==> config.mk <==
export PLATFORM = sky130hd
export DESIGN_NAME = sisc_mem_ctrl
export DESIGN_NICKNAME = d
export VERILOG_FILES = /design/src/rtl/sisc_mem_pkg.sv /design/src/rtl/sisc_mem_ctrl_rr_arb2.sv /design/src/rtl/sisc_mem_ctrl.sv
export SDC_FILE = /design/constraint.sdc
export NUM_CORES = 1
export LEC_CHECK = 0
export CAP_MARGIN = 20
export CORE_AREA = 2 2 115 128
export CTS_CLUSTER_DIAMETER = 80
export DETAILED_ROUTE_END_ITERATION = 7
export DIE_AREA = 0 0 117 130
export PLACE_DENSITY_LB_ADDON = 0.2
export SETUP_SLACK_MARGIN = 0.15
export SLEW_MARGIN = 5
export SYNTH_ARGS = -nofsm -noshare
export SYNTH_HDL_FRONTEND = slang
export SYNTH_HIERARCHICAL = 1
export SYNTH_SLANG_ARGS = --single-unit
==> constraint.sdc <==
create_clock -name clk -period 3.1 [get_ports clk]
set_input_delay 0.465 -clock clk [delete_from_list [all_inputs] [get_ports clk]]
set_output_delay 0.465 -clock clk [all_outputs]
set_load 0.03 [all_outputs]
==> src/rtl/sisc_mem_pkg.sv <==
// Shared types and constants for the SISC memory access controller.
// Latency: n/a (declarations only).
// Backpressure: n/a.
package sisc_mem_pkg;

   localparam int ADDR_W_DEF = 16;
   localparam int DATA_W_DEF = 32;

   // Memory read latency bounds; the wait counter is 3 bits wide.
   localparam int WAIT_MIN = 1;
   localparam int WAIT_MAX = 7;
   localparam int CNT_W    = 3;

   typedef enum logic [1:0] {
      IDLE    = 2'd0,
      ACCESS  = 2'd1,
      CAPTURE = 2'd2,
      DONE    = 2'd3
   } state_t;

   typedef enum logic {
      GNT_IF = 1'b0,
      GNT_DM = 1'b1
   } gnt_t;

endpackage

==> src/rtl/sisc_mem_ctrl_rr_arb2.sv <==
// Two-requester round-robin arbiter (fetch vs data) with a last-grant register.
// Latency: grant is combinational; last_gnt updates on the posedge where take is high.
// Backpressure: requesters hold req until served; a tie alternates so neither starves.
import sisc_mem_pkg::*;

module rr_arb2 (
   input  logic clk,
   input  logic rst_f,
   input  logic req_if,
   input  logic req_dm,
   input  logic take,
   output gnt_t gnt
);

   gnt_t last_gnt;

   // Single requester wins outright; a tie goes to whoever was not served last.
   always_comb begin
      gnt = GNT_IF;
      if (req_if && req_dm)
         gnt = (last_gnt == GNT_IF) ? GNT_DM : GNT_IF;
      else if (req_dm)
         gnt = GNT_DM;
   end

   // Remember the winner of every accepted grant; reset to IF so the first tie goes to DM.
   always_ff @(posedge clk) begin
      if (!rst_f)
         last_gnt <= GNT_IF;
      else if (take)
         last_gnt <= gnt;
   end

endmodule

==> src/rtl/sisc_mem_ctrl.sv <==
// Shares one single-port memory between instruction fetch and data load/store.
// Latency: req in cycle 0 -> mem_en cycle 1 -> capture cycle 1+WAIT_CYC -> done cycle 2+WAIT_CYC.
// Backpressure: requesters hold req until their done pulse; one access per WAIT_CYC+3 cycles.
import sisc_mem_pkg::*;

module sisc_mem_ctrl #(
   parameter int ADDR_W   = ADDR_W_DEF,
   parameter int DATA_W   = DATA_W_DEF,
   parameter int WAIT_CYC = 1
) (
   input  logic              clk,
   input  logic              rst_f,
   input  logic              if_req,
   input  logic [ADDR_W-1:0] if_addr,
   output logic              if_done,
   output logic [DATA_W-1:0] if_rdata,
   input  logic              dm_req,
   input  logic              dm_we,
   input  logic [ADDR_W-1:0] dm_addr,
   input  logic [DATA_W-1:0] dm_wdata,
   output logic              dm_done,
   output logic [DATA_W-1:0] dm_rdata,
   output logic              mem_en,
   output logic              mem_we,
   output logic [ADDR_W-1:0] mem_addr,
   output logic [DATA_W-1:0] mem_wdata,
   input  logic [DATA_W-1:0] mem_rdata,
   output logic              busy
);

   generate
      if (WAIT_CYC < WAIT_MIN || WAIT_CYC > WAIT_MAX) begin : g_bad_wait
         $error("sisc_mem_ctrl: WAIT_CYC must be within 1..7");
      end
   endgenerate

   state_t             state, state_nxt;
   gnt_t               gnt, gnt_q;
   logic               take;
   logic [CNT_W-1:0]   cnt;

   rr_arb2 u_arb (
      .clk    (clk),
      .rst_f  (rst_f),
      .req_if (if_req),
      .req_dm (dm_req),
      .take   (take),
      .gnt    (gnt)
   );

   // Next-state logic; take marks the IDLE cycle in which a grant is accepted.
   always_comb begin
      state_nxt = state;
      take      = 1'b0;
      case (state)
         IDLE: begin
            if (if_req || dm_req) begin
               state_nxt = ACCESS;
               take      = 1'b1;
            end
         end
         ACCESS: begin
            if (cnt == CNT_W'(1))
               state_nxt = CAPTURE;
         end
         CAPTURE: state_nxt = DONE;
         DONE:    state_nxt = IDLE;
         default: state_nxt = IDLE;
      endcase
   end

   // State register.
   always_ff @(posedge clk) begin
      if (!rst_f)
         state <= IDLE;
      else
         state <= state_nxt;
   end

   // Grant capture and wait counter: the winner's request is frozen at grant time.
   always_ff @(posedge clk) begin
      if (!rst_f) begin
         gnt_q     <= GNT_IF;
         cnt       <= '0;
         mem_addr  <= '0;
         mem_we    <= 1'b0;
         mem_wdata <= '0;
      end else if (take) begin
         gnt_q     <= gnt;
         cnt       <= CNT_W'(WAIT_CYC);
         if (gnt == GNT_DM) begin
            mem_addr  <= dm_addr;
            mem_we    <= dm_we;
            mem_wdata <= dm_wdata;
         end else begin
            mem_addr  <= if_addr;
            mem_we    <= 1'b0;
            mem_wdata <= '0;
         end
      end else if (state == ACCESS) begin
         cnt <= cnt - CNT_W'(1);
      end
   end

   // Strobe, busy and done pulses, all registered from the next-state decision.
   always_ff @(posedge clk) begin
      if (!rst_f) begin
         mem_en  <= 1'b0;
         busy    <= 1'b0;
         if_done <= 1'b0;
         dm_done <= 1'b0;
      end else begin
         mem_en  <= take;
         busy    <= (state_nxt != IDLE);
         if_done <= (state == CAPTURE) && (gnt_q == GNT_IF);
         dm_done <= (state == CAPTURE) && (gnt_q == GNT_DM);
      end
   end

   // Read data capture into the granted side only; stores leave both registers alone.
   always_ff @(posedge clk) begin
      if (!rst_f) begin
         if_rdata <= '0;
         dm_rdata <= '0;
      end else if (state == CAPTURE && !mem_we) begin
         if (gnt_q == GNT_IF)
            if_rdata <= mem_rdata;
         else
            dm_rdata <= mem_rdata;
      end
   end

endmodule
After elaboration in Yosys (flattened, before gate mapping)
Index checks and enable logic that the tools add are counted.
W data, S select, Z words.

word-level totals
  flip-flop bits (word level) = 123
  input bits = 101
  output and inout port bits = 117
  word-level logic and storage cells = 45

cells by class
  add/subtract/negate cells = 1
  equal/unequal tests = 4
  mux-type cells = 13
  bitwise logic cells = 2
  reductions and logical operators = 12

operator list
  kind                   count
  $mux W32               1
  $mux W16               1
  $mux W1                8
  $pmux W2 S4            1
  $eq A2 B2 Y1 const B   2
  $logic_and A1 B1 Y1    4
  $mux W2                2
  $reduce_and A2 Y1      2
  $reduce_bool A2 Y1     2
  $eq A3 B1 Y1 const B   1
  $sub A3 B1 Y3 const B  1
  $eq A2 B1 Y1 const B   1
  $logic_not A2 Y1       1
  $not A1 Y1             2
  $reduce_or A2 Y1       1
  $logic_not A1 Y1       1
  $logic_or A1 B1 Y1     1

Longest topological paths before layout
  word-level depth = 4
  mapped depth = 7
  mapped depth without buffers = 5

By module
The synthesis kept the hierarchy.

modules (own cells, without submodules)
  module         times used  cells an instance  area each (sq um)  seq. area each (sq um)
  sisc_mem_ctrl  1           475                4714.5             2462.4
  rr_arb2        1           4                  48.8               20.0

Least setup slack after synthesis
OpenSTA, ideal clock, no wires.

  path type = input-to-reg
  start = in dm_req
  end = reg mem_addr[10]
  library setup time = 0.116 ns
  arrival = 1.629 ns
  required time = 2.984 ns
  slack = 1.355 ns
  cell stages on the path = 6
  buffers on the path = 2
  path through = a21boi_2 buf_6 buf_6 mux2_2 or3_1 o211a_1

on the way
  longest elaborated chain between the ends = 3
  elaborated cells between the ends (all ways) = 7
  those cells by class = 5 x mux; 2 x reduce/logical

ends and longest elaborated chain
  item                                        line                                              source
  start: declaration                          sisc_mem_ctrl.sv:17                               input logic dm_req,
  $mux W1 (tied with other cells)             sisc_mem_ctrl_rr_arb2.sv:22                       else if (req_dm)
  $mux W1 (on tied branches)                  sisc_mem_ctrl_rr_arb2.sv:20, sisc_mem_ctrl.sv:57
  $mux W16 / $mux W1 (equally long branches)  sisc_mem_ctrl.sv:91, sisc_mem_ctrl.sv:55
  end signal: assignment                      sisc_mem_ctrl.sv:92                               mem_addr <= dm_addr;
  end signal: assignment                      sisc_mem_ctrl.sv:96                               mem_addr <= if_addr;
  end: declaration                            sisc_mem_ctrl.sv:25                               output logic [ADDR_W-1:0] mem_addr,

Parallel ways exist; a longest one is shown, timed or not.
A chain may end at the register's enable or synchronous reset.

Worst setup path in the final report
  start = reg mem_we
  end = out mem_we

RTL lines
  item                      line                 source
  start: declaration        sisc_mem_ctrl.sv:24  output logic mem_we,
  start signal: assignment  sisc_mem_ctrl.sv:93  mem_we <= dm_we;

No word-level cell between the ends.

==> qor.yml <==
outcome: "finished, final reports clean"
synthCells: 479
fin_crit_ns: 1.985
min_path_type: "in2reg"
drt.antenna.violating_nets: 0
final_cell_area_mm2: 0.007621
grt_setup_unrepaired: "no"
final_min_period_over_clock_period_pct: 64.03
cp_startpoint_kind: "flip-flop"
fraction_of_final_layout_cells_sized_beyond_drive_strength_1_pct: 14.88
cts_sinks: 124
hpwlAfterDp_mm: 8.645
critPathCaptureType: "output port"
yosysUniqueCellTypes: 36
synth_area_leader_cell: "sky130_fd_sc_hd__dfxtp_1"
worst-path-buf-inv: 1
io_pins: 218
drt_pass1_iterations: 4
coreArea_mm2: 0.01410
worst_path_dominant_cell_family: "buffers and inverters"
port-buffer-count: 217
slew_headroom_pct: 39.39
global_route.overflow_total: 0
drt-vias-per-instance: 4.755
gp_congestion: 0.7374
drt_wl_total_mm: 12.72
synthDominantCellAreaShare_pct: 52.11
fin_worst_hold_slack_ns: 0.3916
area.growth.synth_to_final_pct: 59.99
detail_route.wl_per_cell_um: 14.37
skew_ns: 0.003602
critPathSlowestCell: "sky130_fd_sc_hd__clkdlybuf4s50_1"
cts_made_buffers: 17
synth_most_common_cell: "sky130_fd_sc_hd__dfxtp_1"
synth-seq-cells: 124
grt_pass1_vias: 4019
ys.warnings.count: 6
ys_async_sr_fraction_pct: 0
clkSlewWorstSetupHoldPaths_ns: 0.06
synth_seq_area_share_pct: 52.11
pre_cts_slack_ns: 0.7961
synth_top_cells_by_count: "124 x sky130_fd_sc_hd__dfxtp_1, 65 x sky130_fd_sc_hd__nand2_1, 56 x sky130_fd_sc_hd__nand3_1"
worst_ir_drop_vdd_mv: 0.3312
fmaxAchievable_ghz: 0.5038
netlist_area_mm2: 0.004763
tns_ns: 0
setup_viol_count_final: 0
synth_top_cells_by_area: "sky130_fd_sc_hd__dfxtp_1 52%, sky130_fd_sc_hd__a22o_1 6.1%, sky130_fd_sc_hd__nand3_1 5.9%"
via_count: 4208
remaining_drc_errors: 0
sequence_of_cells_on_the_critical_path: "clkdlybuf4s50_1"
finalNetCount: 782
initial_utilization_pct: 33.78
synth_edf_count: 0
tightest_slew_ns: 0.9091
slew_violations: 0
max_cap_viol_count: 0
worstSkewPairLatency_ns: 0.42
longest_individual_stage_delay_on_the_worst_path_ns: 0.72
postSynthAreaPerCell_um2: 9.944
main_flop_type_after_synthesis: "sky130_fd_sc_hd__dfxtp_1"
worstPathMaxFanout: 4
timing.final.hold_violations: 0
timing_worst_setup_path_type: "reg2out"
groute.usage.overall_pct: 16.88
maximum_number_of_pins_on_one_net_before_global_route_repair: 85
rows: 46
cts_resized: 0
required_ns: 2.63
tritoncts: "yes"
cts_buffer_depth: 2
number_of_antenna_violations_at_the_first_check_in_global_routing: 1
cts_hold_buf: 0
die_area_mm2: 0.01521
power-per-cell-area_mw_per_mm2: 612.1
critical_path_at_ns: 1.52
die_h_um: 130
level_count_of_the_clock_h_tree: 4
synth_nets: 582
total_leakage_power_nw: 2.907
cts_post_setup_buffers_inserted: 0
dr.first_iter.drc_count: 224
wire_length_of_the_first_global_routing_pass_mm: 19.87
clock_tree.root_cell: "sky130_fd_sc_hd__clkbuf_16"
die_width_um: 117
timing.final.ws_setup_ns: 1.115
placement.cell_area_mm2: 0.007010
## registers in the layout, indices dropped and copies added, names as in the netlist
signal,cells
gnt_q,1
if_done,1
cnt,3
dm_done,1
dm_rdata,32
state,2
mem_addr,16
u_arb/last_gnt,1
mem_en,1
mem_wdata,32
if_rdata,32
busy,1
mem_we,1
## cells by family (layout without fill, tap and decap cells)
| logic type | Yosys count | count (layout) | share of synthesized area [%] |
|---|---|---|---|
| other | 0 | 1 | 0 |
| buffers and inverters | 49 | 262 | 5.569 |
| multiplexers | 16 | 16 | 3.782 |
| XOR/XNOR | 2 | 2 | 0.3678 |
| adder cells (fa/ha/maj) | 2 | 2 | 0.5253 |
| flip-flops | 124 | 124 | 52.11 |
| AO/OA/AOI/OAI | 125 | 125 | 20.65 |
| AND/OR/NAND/NOR | 161 | 161 | 17.00 |
## cell usage in the layout (no fill, tap or decap), types with 2 or more instances in the layout
| cell | synthesis | routed |
|---|---|---|
| sky130_fd_sc_hd__a22o_1 | 33 | 33 |
| sky130_fd_sc_hd__buf_4 | 1 | 10 |
| sky130_fd_sc_hd__inv_6 | 0 | 2 |
| sky130_fd_sc_hd__clkbuf_16 | 0 | 17 |
| sky130_fd_sc_hd__nand2_1 | 65 | 65 |
| sky130_fd_sc_hd__clkdlybuf4s50_1 | 0 | 216 |
| sky130_fd_sc_hd__mux2_2 | 16 | 16 |
| sky130_fd_sc_hd__clkinv_2 | 0 | 3 |
| sky130_fd_sc_hd__o21ai_2 | 32 | 32 |
| sky130_fd_sc_hd__xnor2_1 | 2 | 2 |
| sky130_fd_sc_hd__nor2_1 | 4 | 4 |
| sky130_fd_sc_hd__or3_1 | 16 | 16 |
| sky130_fd_sc_hd__nand3b_1 | 2 | 2 |
| sky130_fd_sc_hd__inv_1 | 3 | 3 |
| sky130_fd_sc_hd__o211a_1 | 16 | 16 |
| sky130_fd_sc_hd__o21ai_0 | 33 | 33 |
| sky130_fd_sc_hd__nor2b_1 | 4 | 4 |
| sky130_fd_sc_hd__nand3_1 | 56 | 56 |
| sky130_fd_sc_hd__bufinv_16 | 0 | 3 |
| sky130_fd_sc_hd__clkinvlp_4 | 0 | 5 |
| sky130_fd_sc_hd__ha_1 | 2 | 2 |
| sky130_fd_sc_hd__nand3_2 | 8 | 8 |
| sky130_fd_sc_hd__dfxtp_1 | 124 | 124 |
| sky130_fd_sc_hd__o21a_1 | 2 | 2 |
| sky130_fd_sc_hd__o31a_1 | 2 | 2 |
## path summary, 6_finish.rpt
| check | from | endpoint | slack, ns | depth (start not counted) |
|---|---|---|---|---|
| worst max-delay path | mem_we | mem_we | 1.12 | 1 |
| worst min register to register | dm_rdata[7] | dm_rdata[7] | 0.45 | 2 |
| worst min-delay path | rst_f | mem_addr[0] | 0.39 | 2 |
| worst max register to register | state[1] | if_rdata[19] | 1.24 | 3 |
## power by group
part           switching [W]  leakage [nW]  internal (W)
clock network       0.000739         0.285       0.00128
logic               0.000461          1.61      0.000413
registers          0.0000631          1.01       0.00170
## area by class of cell
type                       count  area (µm²)
antenna                        1       2.502
sequential                   124        2482
clock buffer                  18       439.2
tap                          192       240.2
timing repair buffer         227        2257
inverter                       3       11.26
multi-input combinational    306        2019
fill                        1285        6480
clock inverter                14       168.9
## stage by stage
| step | instances | power (W) | utilization, % |
|---|---|---|---|
| finish | 885 | 0.004665 | 54.05 |
| global route | 884 | 0.004858 | 54.03 |
| CTS | 884 | 0.004721 | 54.03 |
| detailed placement | 852 | 0.002678 | 49.72 |
| global placement | 852 | 0.002662 | 49.72 |
| floorplan | 479 | 0.002293 | - |
## metal layers
layer | wire, µm | track usage, % | share of wire (%) | vias to the layer above
met3 | 1233 | 7.710 | 9.7 | 15
met5 | 0 | 0 | 0 | -
met2 | 5754 | 25.91 | 45 | 158
met1 | 5507 | 20.45 | 43 | 1922
li1 | - | - | - | 2113
met4 | 223 | 7.128 | 1.8 | 0
(Power assumes the default switching activity.)
